File: src/rtl/insight_tl_pkg.sv
// Shared TileLink channel C definitions for the trace tap: opcode
// constants, the has-data classifier and the burst tracker state type.
package insight_tl_pkg;

  localparam logic [2:0] TL_ACCESS_ACK_DATA = 3'd1;
  localparam logic [2:0] TL_PROBE_ACK_DATA  = 3'd5;
  localparam logic [2:0] TL_RELEASE_DATA    = 3'd7;

  typedef enum logic {
    IDLE  = 1'b0,
    BURST = 1'b1
  } burstState_t;

  // True for channel C messages that carry a data payload (may be multi-beat)
  function automatic logic tlHasData(input logic [2:0] opcode);
    return (opcode == TL_ACCESS_ACK_DATA) ||
           (opcode == TL_PROBE_ACK_DATA)  ||
           (opcode == TL_RELEASE_DATA);
  endfunction

endpackage

File: src/rtl/insight_trace_ram.sv
// Trace entry storage: one synchronous write port, one asynchronous read
// port. Contents are deliberately not reset; validity is tracked by the
// FIFO pointers.
module insight_trace_ram #(
  parameter int DEPTH = 8,
  parameter int WIDTH = 32
) (
  input  logic                     clock,
  input  logic                     writeEn,
  input  logic [$clog2(DEPTH)-1:0] writeAddr,
  input  logic [WIDTH-1:0]         writeData,
  input  logic [$clog2(DEPTH)-1:0] readAddr,
  output logic [WIDTH-1:0]         readData
);

  logic [WIDTH-1:0] mem [DEPTH];

  // Capture a new trace record on the write port
  always_ff @(posedge clock) begin
    if (writeEn) mem[writeAddr] <= writeData;
  end

  assign readData = mem[readAddr];

endmodule

File: src/rtl/insight_tlc_trace_fifo.sv
// Passive channel C trace tap: records every fired beat with its burst
// position into a small FIFO, and flags handshake-stability and
// intra-burst field-consistency violations.
module insight_tlc_trace_fifo #(
  parameter int DATA_W = 32,
  parameter int ADDR_W = 32,
  parameter int SRC_W  = 1,
  parameter int SIZE_W = 4,
  parameter int DEPTH  = 8
) (
  input  logic              clock,
  input  logic              reset,
  input  logic              c_ready,
  input  logic              c_valid,
  input  logic              c_corrupt,
  input  logic [2:0]        c_opcode,
  input  logic [2:0]        c_param,
  input  logic [SIZE_W-1:0] c_size,
  input  logic [SRC_W-1:0]  c_source,
  input  logic [ADDR_W-1:0] c_address,
  input  logic [DATA_W-1:0] c_data,
  output logic              out_valid,
  input  logic              out_ready,
  output logic [2:0]        out_opcode,
  output logic [2:0]        out_param,
  output logic [SIZE_W-1:0] out_size,
  output logic [SRC_W-1:0]  out_source,
  output logic [ADDR_W-1:0] out_address,
  output logic [DATA_W-1:0] out_data,
  output logic              out_corrupt,
  output logic              out_first,
  output logic              out_last,
  output logic [7:0]        out_beat,
  output logic              err_stable,
  output logic              err_burst,
  output logic [15:0]       drop_cnt,
  input  logic              err_clr
);

  import insight_tl_pkg::*;

  localparam int          PTR_W          = $clog2(DEPTH);
  localparam int          BEAT_SHIFT     = $clog2(DATA_W / 8);
  localparam logic [31:0] BYTES_PER_BEAT = 32'(DATA_W / 8);
  localparam int          REC_W          = 3 + 3 + SIZE_W + SRC_W + ADDR_W + DATA_W + 1 + 1 + 1 + 8;
  localparam logic [PTR_W:0] PTR_ONE     = (PTR_W + 1)'(1);

  // Number of channel beats a message occupies given its opcode and size
  function automatic logic [31:0] beatsFor(input logic [2:0] op, input logic [SIZE_W-1:0] sz);
    logic [31:0] bytes;
    bytes = 32'd1 << sz;
    if (tlHasData(op) && (bytes > BYTES_PER_BEAT)) return bytes >> BEAT_SHIFT;
    return 32'd1;
  endfunction

  burstState_t       state;
  logic [31:0]       beatCnt;
  logic [31:0]       latBeats;
  logic [2:0]        latOpcode;
  logic [2:0]        latParam;
  logic [SIZE_W-1:0] latSize;
  logic [SRC_W-1:0]  latSource;
  logic [ADDR_W-1:0] latAddress;

  logic              prevValid;
  logic              prevReady;
  logic              prevCorrupt;
  logic [2:0]        prevOpcode;
  logic [2:0]        prevParam;
  logic [SIZE_W-1:0] prevSize;
  logic [SRC_W-1:0]  prevSource;
  logic [ADDR_W-1:0] prevAddress;

  logic [PTR_W:0]    wrPtr;
  logic [PTR_W:0]    rdPtr;
  logic [15:0]       dropCnt;
  logic              errStable;
  logic              errBurst;

  logic              fire;
  logic [31:0]       curBeats;
  logic              isFirst;
  logic              isLast;
  logic              full;
  logic              pop;
  logic              push;
  logic              drop;
  logic              burstMismatch;
  logic              stableViolation;
  logic [REC_W-1:0]  wrRecord;
  logic [REC_W-1:0]  rdRecord;

  assign fire     = c_valid & c_ready;
  assign curBeats = (state == IDLE) ? beatsFor(c_opcode, c_size) : latBeats;
  assign isFirst  = (beatCnt == 32'd0);
  assign isLast   = (beatCnt == (curBeats - 32'd1));

  assign full      = (wrPtr[PTR_W] != rdPtr[PTR_W]) && (wrPtr[PTR_W-1:0] == rdPtr[PTR_W-1:0]);
  assign out_valid = (wrPtr != rdPtr);
  assign pop       = out_valid & out_ready;
  assign push      = fire & (~full | pop);
  assign drop      = fire & full & ~pop;

  assign burstMismatch = (state == BURST) & fire &
                         ((c_opcode != latOpcode) || (c_param != latParam) ||
                          (c_size != latSize) || (c_source != latSource) ||
                          (c_address != latAddress));

  assign stableViolation = prevValid & ~prevReady &
                           (~c_valid || (c_opcode != prevOpcode) || (c_param != prevParam) ||
                            (c_size != prevSize) || (c_source != prevSource) ||
                            (c_address != prevAddress) || (c_corrupt != prevCorrupt));

  assign wrRecord = {c_opcode, c_param, c_size, c_source, c_address, c_data,
                     c_corrupt, isFirst, isLast, beatCnt[7:0]};

  assign {out_opcode, out_param, out_size, out_source, out_address, out_data,
          out_corrupt, out_first, out_last, out_beat} = rdRecord;

  assign err_stable = errStable;
  assign err_burst  = errBurst;
  assign drop_cnt   = dropCnt;

  // Burst tracker: counts beats of multi-beat messages, stored or dropped alike
  always_ff @(posedge clock or posedge reset) begin
    if (reset) begin
      state      <= IDLE;
      beatCnt    <= 32'd0;
      latBeats   <= 32'd1;
      latOpcode  <= '0;
      latParam   <= '0;
      latSize    <= '0;
      latSource  <= '0;
      latAddress <= '0;
    end else if (fire) begin
      case (state)
        IDLE: begin
          if (curBeats > 32'd1) begin
            state      <= BURST;
            beatCnt    <= 32'd1;
            latBeats   <= curBeats;
            latOpcode  <= c_opcode;
            latParam   <= c_param;
            latSize    <= c_size;
            latSource  <= c_source;
            latAddress <= c_address;
          end
        end
        BURST: begin
          if (isLast) begin
            state   <= IDLE;
            beatCnt <= 32'd0;
          end else begin
            beatCnt <= beatCnt + 32'd1;
          end
        end
        default: begin
          state   <= IDLE;
          beatCnt <= 32'd0;
        end
      endcase
    end
  end

  // Previous-cycle snapshot of the channel used for the stall-stability check
  always_ff @(posedge clock or posedge reset) begin
    if (reset) begin
      prevValid   <= 1'b0;
      prevReady   <= 1'b0;
      prevCorrupt <= 1'b0;
      prevOpcode  <= '0;
      prevParam   <= '0;
      prevSize    <= '0;
      prevSource  <= '0;
      prevAddress <= '0;
    end else begin
      prevValid   <= c_valid;
      prevReady   <= c_ready;
      prevCorrupt <= c_corrupt;
      prevOpcode  <= c_opcode;
      prevParam   <= c_param;
      prevSize    <= c_size;
      prevSource  <= c_source;
      prevAddress <= c_address;
    end
  end

  // Sticky error flags and saturating drop counter; clear wins over new events
  always_ff @(posedge clock or posedge reset) begin
    if (reset) begin
      errStable <= 1'b0;
      errBurst  <= 1'b0;
      dropCnt   <= 16'd0;
    end else if (err_clr) begin
      errStable <= 1'b0;
      errBurst  <= 1'b0;
      dropCnt   <= 16'd0;
    end else begin
      if (stableViolation) errStable <= 1'b1;
      if (burstMismatch)   errBurst  <= 1'b1;
      if (drop && (dropCnt != 16'hFFFF)) dropCnt <= dropCnt + 16'd1;
    end
  end

  // FIFO pointers with an extra wrap bit to tell full from empty
  always_ff @(posedge clock or posedge reset) begin
    if (reset) begin
      wrPtr <= '0;
      rdPtr <= '0;
    end else begin
      if (push) wrPtr <= wrPtr + PTR_ONE;
      if (pop)  rdPtr <= rdPtr + PTR_ONE;
    end
  end

  insight_trace_ram #(
    .DEPTH(DEPTH),
    .WIDTH(REC_W)
  ) traceRam (
    .clock    (clock),
    .writeEn  (push),
    .writeAddr(wrPtr[PTR_W-1:0]),
    .writeData(wrRecord),
    .readAddr (rdPtr[PTR_W-1:0]),
    .readData (rdRecord)
  );

endmodule

File: config.mk
export PLATFORM = sky130hd
export DESIGN_NAME = insight_tlc_trace_fifo
export DESIGN_NICKNAME = d
export VERILOG_FILES = /design/src/rtl/insight_tl_pkg.sv /design/src/rtl/insight_trace_ram.sv /design/src/rtl/insight_tlc_trace_fifo.sv
export SDC_FILE = /design/constraint.sdc
export NUM_CORES = 1
export LEC_CHECK = 0
export CELL_PAD_IN_SITES_DETAIL_PLACEMENT = 1
export CELL_PAD_IN_SITES_GLOBAL_PLACEMENT = 1
export CORE_AREA = 2 2 262 264
export DETAILED_ROUTE_END_ITERATION = 16
export DIE_AREA = 0 0 264 266
export DONT_BUFFER_PORTS = 1
export PLACE_DENSITY = 0.77
export SKIP_LAST_GASP = 1
export SYNTH_ARGS = -nofsm -noshare
export SYNTH_HDL_FRONTEND = slang
export SYNTH_SLANG_ARGS = --single-unit
File: constraint.sdc
create_clock -name clock -period 10.5 [get_ports clock]
set_input_delay 2.1 -clock clock [delete_from_list [all_inputs] [get_ports clock]]
set_output_delay 2.1 -clock clock [all_outputs]
set_load 0.05 [all_outputs]
==> flow_summary.yaml <==
run_status:
  outcome: "completed"
power_and_ir_drop:
  p_comb_frac: 0.303
  seqPwrFrac: 0.408
  clkPwrFrac: 0.289
  p_per_area_nw_per_um2: 268
  leakagePower_nw: 13.6
  p_total_w: 0.0107
  netSwitchingPower_w: 0.00373
  peakVddDrop_v: 0.000209
  sw_frac_of_total: 0.350
  p_int_w: 0.00694
global_routing:
  grt_overflow: 0
  grt_first_pass_wirelength_mm: 137
  grt_max_degree: 119
  grt_pass1_vias: 21100
  grt_antenna_before_repair: 0
  gr-usage-all-layers: 0.264
setup_path:
  cp.required_ps: 10970
  criticalPathCategory: "input pin to flop"
  r2r_cells: 12
  end_kind: "flop"
  cp_max_fo: 23
  arrival_ps: 6850
  worstSetupStartpointType: "input pin"
logic_synthesis:
  syn_nets: 2236
  ys_seq_elements: 868
  synth_top_area_cell: "edfxtp_1"
  synth_xor_area_frac: 0.0402
  synth-simple-area-share: 0.0730
  seq_area_frac_synth: 0.698
  synth.mux.area_fraction: 0.137
  synth_top_family_by_area: "multiplexers"
  ys.flop_type: "edfxtp_1"
  syn_avg_cell_area_sq_um: 16.8
  netlist_instances: 2147
  synth_compound_area_frac: 0.0335
  synth_area_sq_um: 36100
  synth_async_sr_flop_share: 0.207
  ys_types: 85
  ys_warn_count: 0
  synth.top_cells.by_area: "edfxtp_1 57%, dfrtp_1 12%, mux4_2 11%, mux2_2 2.8%, xnor2_1 2.7%"
  synth-adder-area-share: 0.00243
  synth-edff-count: 688
  synth.top_cell.area_share: 0.573
drt:
  drc: 0
  viasPerCell: 6.29
  drtIter0Drc: 1551
  ant_nets: 0
  vias: 19500
  wl_mm: 90.3
  wl_per_cell_um: 29.1
  drt_first_pass_iters: 5
clocking:
  htreeDepth: 3
  worstSkewPairLatency_ps: 640
  cts_made_buffers: 88
  post-cts-setup-buffers: 0
  clk_path_buf_depth: 3
  cts_tree: "built"
  cts_root_buf: "clkbuf_16"
  cts.sinks: 868
  clkSlewWorstSetupHoldPaths_ps: 60
  cts_resized: 0
  hold_buffers: 0
sta:
  timing.final.hold_violations: 0
  clock_skew_ps: 27.2
  holdWs_ps: 488
  setup_viol: 0
  fin_crit_sh: 0.607
  worstMarginPinSlew_ps: 1130
  fmax_ghz: 0.157
  report.final.slew_viol_count: 0
  layout_min_cycle_time_ps: 6380
  rsz0062_at_grt: "false"
  setup_tns_ps: 0
  slew_headroom: 0.247
die:
  dieHeight_um: 266
  dieArea_sq_um: 70200
  rows: 96
  initial_utilization: 0.532
  design.core.area_sq_um: 67700
  die_w_um: 264
  io_pins: 187
cells_and_area:
  areaGrowthSynthToFinish_pct: 10.4
  fill_cells: 6062
  drive_gt1_frac: 0.203
  nets: 2240
worst_hold_path:
  hold_depth: 2
  hp-class: "flop to flop"
placement:
  portBuffers: 0
  dp_hpwl_mm: 55.3
  finalWeightedCongestion: 0.885
run:
  maxCapViolations: 0
==> area by class of cell <==
class / instances / area [sq um] / share of cell area
inverter: 19 / 78.8 / 0.00198
clock buffer: 115 / 2340 / 0.0589
antenna: 1 / 2.50 / 0.0000629
sequential: 868 / 25200 / 0.632
tap: 882 / 1100 / 0.0277
multi-input combinational: 1141 / 10400 / 0.261
clock inverter: 44 / 455 / 0.0114
timing repair buffer: 33 / 260 / 0.00654
==> power groups by stage <==
| stage | Clock (W) | Combinational, W | Sequential [W] |
|---|---|---|---|
| 2_1_floorplan | 0 | 0.00279 | 0.00424 |
| 3_3_place_gp | 0 | 0.00321 | 0.00440 |
| 3_5_place_dp | 0 | 0.00325 | 0.00443 |
| 4_1_cts | 0.00314 | 0.00328 | 0.00436 |
| 5_1_grt | 0.00326 | 0.00340 | 0.00439 |
| 6_report | 0.00308 | 0.00324 | 0.00436 |
==> cell families (layout without fill, tap and decap cells) <==
| kind of cell | after synthesis | count (layout) |
|---|---|---|
| buf+inv | 138 | 211 |
| other cells | 0 | 1 |
| mux | 269 | 269 |
| flops | 868 | 868 |
| xor+xnor | 164 | 164 |
| simple gates | 538 | 538 |
| fa+ha+maj | 7 | 7 |
| compound gates | 163 | 163 |
==> through the flow <==
| step | setup slack [ps] | cell area (sq um) | instances | utilization |
|---|---|---|---|---|
| finish | 4120 | 39800 | 3103 | 0.588 |
| floorplan | 863 | 36100 | 2147 | - |
| detailed placement | 3520 | 37000 | 2943 | 0.546 |
| global route | 3860 | 39800 | 3102 | 0.588 |
| global placement | 3770 | 37000 | 2943 | 0.546 |
| CTS | 4180 | 39800 | 3102 | 0.588 |
==> final timing paths <==
kind,startpoint,end,slack [ps]
worst max register to register,state,beatCnt[21],4710
worst max-delay path,c_opcode[0],beatCnt[21],4120
min in group asynchronous,reset,prevAddress[21],1500
worst min register to register,latBeats[11],latBeats[11],490
worst min-delay path,latBeats[11],latBeats[11],490
max in group asynchronous,reset,rdPtr[0],7450
==> layout by cell type, fill, tap and decap left out, types with 6 or more instances in the layout <==
cell | Yosys | layout
edfxtp_1 | 688 | 688
nand2_1 | 212 | 211
dfrtp_1 | 179 | 175
mux4_2 | 172 | 172
xnor2_1 | 111 | 111
mux2_2 | 89 | 89
clkbuf_16 | 0 | 89
nor2_1 | 86 | 84
xor2_1 | 52 | 52
nand3_1 | 44 | 44
o21ai_0 | 40 | 40
nand4_1 | 36 | 36
buf_4 | 0 | 32
clkbuf_1 | 81 | 24
nor4_1 | 23 | 23
and3_1 | 21 | 21
and2_1 | 22 | 21
nor3_1 | 21 | 19
a21oi_1 | 19 | 19
inv_1 | 18 | 17
or3_1 | 14 | 14
clkinv_2 | 0 | 14
nand2b_1 | 13 | 13
a31oi_1 | 13 | 13
clkinv_1 | 1 | 12
o31ai_1 | 10 | 10
nor2b_1 | 8 | 8
mux2i_1 | 8 | 8
bufinv_16 | 0 | 8
o41ai_1 | 7 | 7
a211oi_1 | 7 | 7
ha_1 | 7 | 7
o211ai_1 | 6 | 6
or4_1 | 6 | 6
==> synthesized netlist by cell type, types with 10 or more instances <==
| cell type | number |
|---|---|
| edfxtp_1 | 688 |
| nand2_1 | 212 |
| dfrtp_1 | 179 |
| mux4_2 | 172 |
| xnor2_1 | 111 |
| mux2_2 | 89 |
| nor2_1 | 86 |
| clkbuf_1 | 81 |
| xor2_1 | 52 |
| nand3_1 | 44 |
| o21ai_0 | 40 |
| nand4_1 | 36 |
| buf_1 | 27 |
| nor4_1 | 23 |
| and2_1 | 22 |
| and3_1 | 21 |
| nor3_1 | 21 |
| a21oi_1 | 19 |
| inv_1 | 18 |
| or3_1 | 14 |
| a31oi_1 | 13 |
| nand2b_1 | 13 |
| o31ai_1 | 10 |
==> sequential cells by signal, summed over array words and instances (netlist names), 4 cells and up <==
name and count:
prevAddress 32, latAddress 32, latBeats 32, traceRam.mem 688, prevSize 4, drop_cnt 16
latSize 4, beatCnt 32, wrPtr 4, rdPtr 4
==> routing by layer <==
layer	track usage	part of all wire	up-vias
met3	0.0492	0.058	133
met4	0.0838	0.029	0
li1	-	-	8343
met2	0.433	0.49	590
met1	0.362	0.42	10500
met5	0	0	-
==> worst max-delay path: stages <==
cell and delay, ps:
nor2b_1 600, nand3_2 290, o211ai_1 500, or2_1 470, nor3_4 150, a2111oi_0 680, o211a_1 260, nand4_1 110
or4_1 850, a21oi_4 670, nor2_1 140
Power figures use the tool's default switching activity.
==> edit, RTL diff (same flow settings) <==
Change the parameter `ADDR_W` from 32 to 28.
--- a/src/rtl/insight_tlc_trace_fifo.sv
+++ b/src/rtl/insight_tlc_trace_fifo.sv
@@ -4,5 +4,5 @@
 module insight_tlc_trace_fifo #(
   parameter int DATA_W = 32,
-  parameter int ADDR_W = 32,
+  parameter int ADDR_W = 28,
   parameter int SRC_W  = 1,
   parameter int SIZE_W = 4,
Interface: changed (resized c_address and out_address); port bits go from 187 to 179. The function was not compared with the original's and may differ.
==> edit against the original RTL <==
Worst setup slack got worse by 0.13 ns. Wire length fell by 8.1%. Fmax decreased by 2.1%. Total power is 8.5% lower. Design area down 3.9%. Sequential cell count fell by 40. Combinational power fell by 15%. Critical path depth grew 2. Area after synthesis decreased by 4.3%. Clock power is 4% lower. Critical path type unchanged. Largest cell class unchanged. Largest power group unchanged.
==> edit: results (changes against the original RTL) <==
Status: finished clean (unchanged). The detailed-routing iteration count for the pre-antenna-repair pass is 6 (was 5). The slowest library cell on the worst path is nor2b_2 (was or4_1). The leakage power summed over all cells is 12.99 nW (was 13.56 nW).

The clock tree skew after final layout came out at 0.03881 ns (was 0.02724 ns). The source of the worst register-to-register timing path is state$_DFFE_PP0P_ (unchanged). The share of layout cells above drive strength 1 is 0.2092 (was 0.2032). The overall track demand over capacity in global routing came out at 0.2408 (was 0.2640).

The post-synthesis async set-or-reset flop share came out at 0.2077 (was 0.2074). The DRC violation total after the first TritonRoute iteration came out at 1370 (was 1551). The worst vdd rail ir drop came out at 228.9 uV (was 209.3 uV). The number of flops mapped to enable cells by yosys came out at 656 (was 688). The register-to-register setup slack came out at 5.75 ns (was 4.71 ns). The number of post-CTS setup repair buffers is 0 (unchanged). List of most frequent post-synthesis cells: 656 x edfxtp_1, 200 x nand2_1, 171 x dfrtp_1 (was 688 x edfxtp_1, 212 x nand2_1, 179 x dfrtp_1). The hold-critical path endpoint is latBeats[0]$_DFFE_PP1P_ (was latBeats[11]$_DFFE_PP0P_). The number of cell instances on the worst register-to-register path is 10 (was 12). The maximum number of pins on one net before global-route repair was 133 (was 119).

The number of buffers created by CTS came to 86 (was 88). The first-pass GRT wire length is 126800 um (was 137400 um). The fill cell total of the finished layout was 6135 (was 6062). The transition at the pin with the smallest max-transition slack is 1.098 ns (was 1.129 ns). The synthesized instance count is 2053 (was 2147). The count of placed standard cells including taps is 2854 (was 2943). The highest net fanout along the worst path came out at 24 (was 23). The proportion of netlist area held by the largest area contributor was 0.5707 (was 0.5729). The delay of the slowest cell on the worst path is 0.75 ns (was 0.85 ns). The count of antenna diodes in the layout is 0 (was 1). The final non-filler cell total is 3014 (was 3103). The via count was 18520 (was 19530). The sequential cell area fraction in the yosys report is 0.6954 (was 0.6979). The post-detailed-routing wire length is 82930 um (was 90270 um). The kind of cell adding the most delay to the critical path is simple AND/OR/NAND/NOR gates (unchanged). The critical register-to-register path endpoint is beatCnt[15]$_DFFE_PP0P_ (was beatCnt[21]$_DFFE_PP0P_).

The post-DP HPWL is 50580 um (was 55330 um). The number of cells on the worst hold path is 2 (unchanged). The weighted congestion reported at the end of routability-driven placement came to 0.9115 (was 0.8852). The number of global-route vias before repair was 19730 (was 21080).

Biggest area contributors in the synthesized netlist: edfxtp_1 57%, dfrtp_1 12%, mux4_2 11% (unchanged).
==> edit: per-stage QoR <==
stage	hold slack (ns)	instance area [um2]	setup slack [ns]	utilization
CTS	0.4944	38250	4.083	0.5646
floorplan	0.4539	34530	1.251	-
detailed placement	0.4858	35500	3.426	0.5240
finish	0.4943	38250	3.991	0.5646
global placement	0.4741	35500	3.594	0.5240
global route	0.5140	38250	3.660	0.5646
==> edit: kinds of logic after synthesis <==
logic type | synth area share
AO/OA/AOI/OAI | 0.02969
XOR/XNOR | 0.03958
adder cells (fa/ha/maj) | 0.002537
buffers and inverters | 0.01450
flip-flops | 0.6954
multiplexers | 0.1359
AND/OR/NAND/NOR | 0.08242
==> edit: metal layers <==
metal,global-route usage,share of wire,up-vias
li1,-,-,8052
met1,0.3293,0.43,9920
met2,0.4022,0.50,454
met3,0.05259,0.059,97
met4,0.04868,0.013,0
met5,0,0,-
==> edit: worst register-to-register path: cells and delay by family (launching register included) <==
kind | cells | cell delay [ns]
compound gates | 3 | 0.82
xor+xnor | 1 | 0.19
flops | 1 | 0.45
simple gates | 5 | 2.52
buf+inv | 1 | 0.64
==> edit: report_power, final <==
part | switching [W] | total (W) | internal (W) | leakage (nW)
Combinational | 0.00181 | 0.00275 | 0.000949 | 3.49
Sequential | 0.000245 | 0.00407 | 0.00382 | 8.17
Clock | 0.00126 | 0.00295 | 0.00169 | 1.34
==> edit: area by class of cell <==
class / instances / share of cell area
tap: 882 / 0.02885
timing repair buffer: 30 / 0.006543
inverter: 13 / 0.001472
sequential: 828 / 0.6280
clock inverter: 49 / 0.01142
multi-input combinational: 1101 / 0.2634
clock buffer: 111 / 0.06033
==> edit: how the worst max path moves through the flow <==
stage | from | end | slack (ns) | cells after the start
6_report | c_opcode[1] | beatCnt[15]$_DFFE_PP0P_ | 3.99 | 13
5_1_grt | c_opcode[1] | beatCnt[15]$_DFFE_PP0P_ | 3.66 | 13
4_1_cts | c_opcode[1] | beatCnt[15]$_DFFE_PP0P_ | 4.08 | 13
3_5_place_dp | c_opcode[1] | beatCnt[24]$_DFFE_PP0P_ | 3.43 | 13
3_3_place_gp | c_opcode[1] | beatCnt[24]$_DFFE_PP0P_ | 3.59 | 13
2_1_floorplan | c_valid | traceRam.mem[6][0]$_DFFE_PP_ | 1.25 | 4
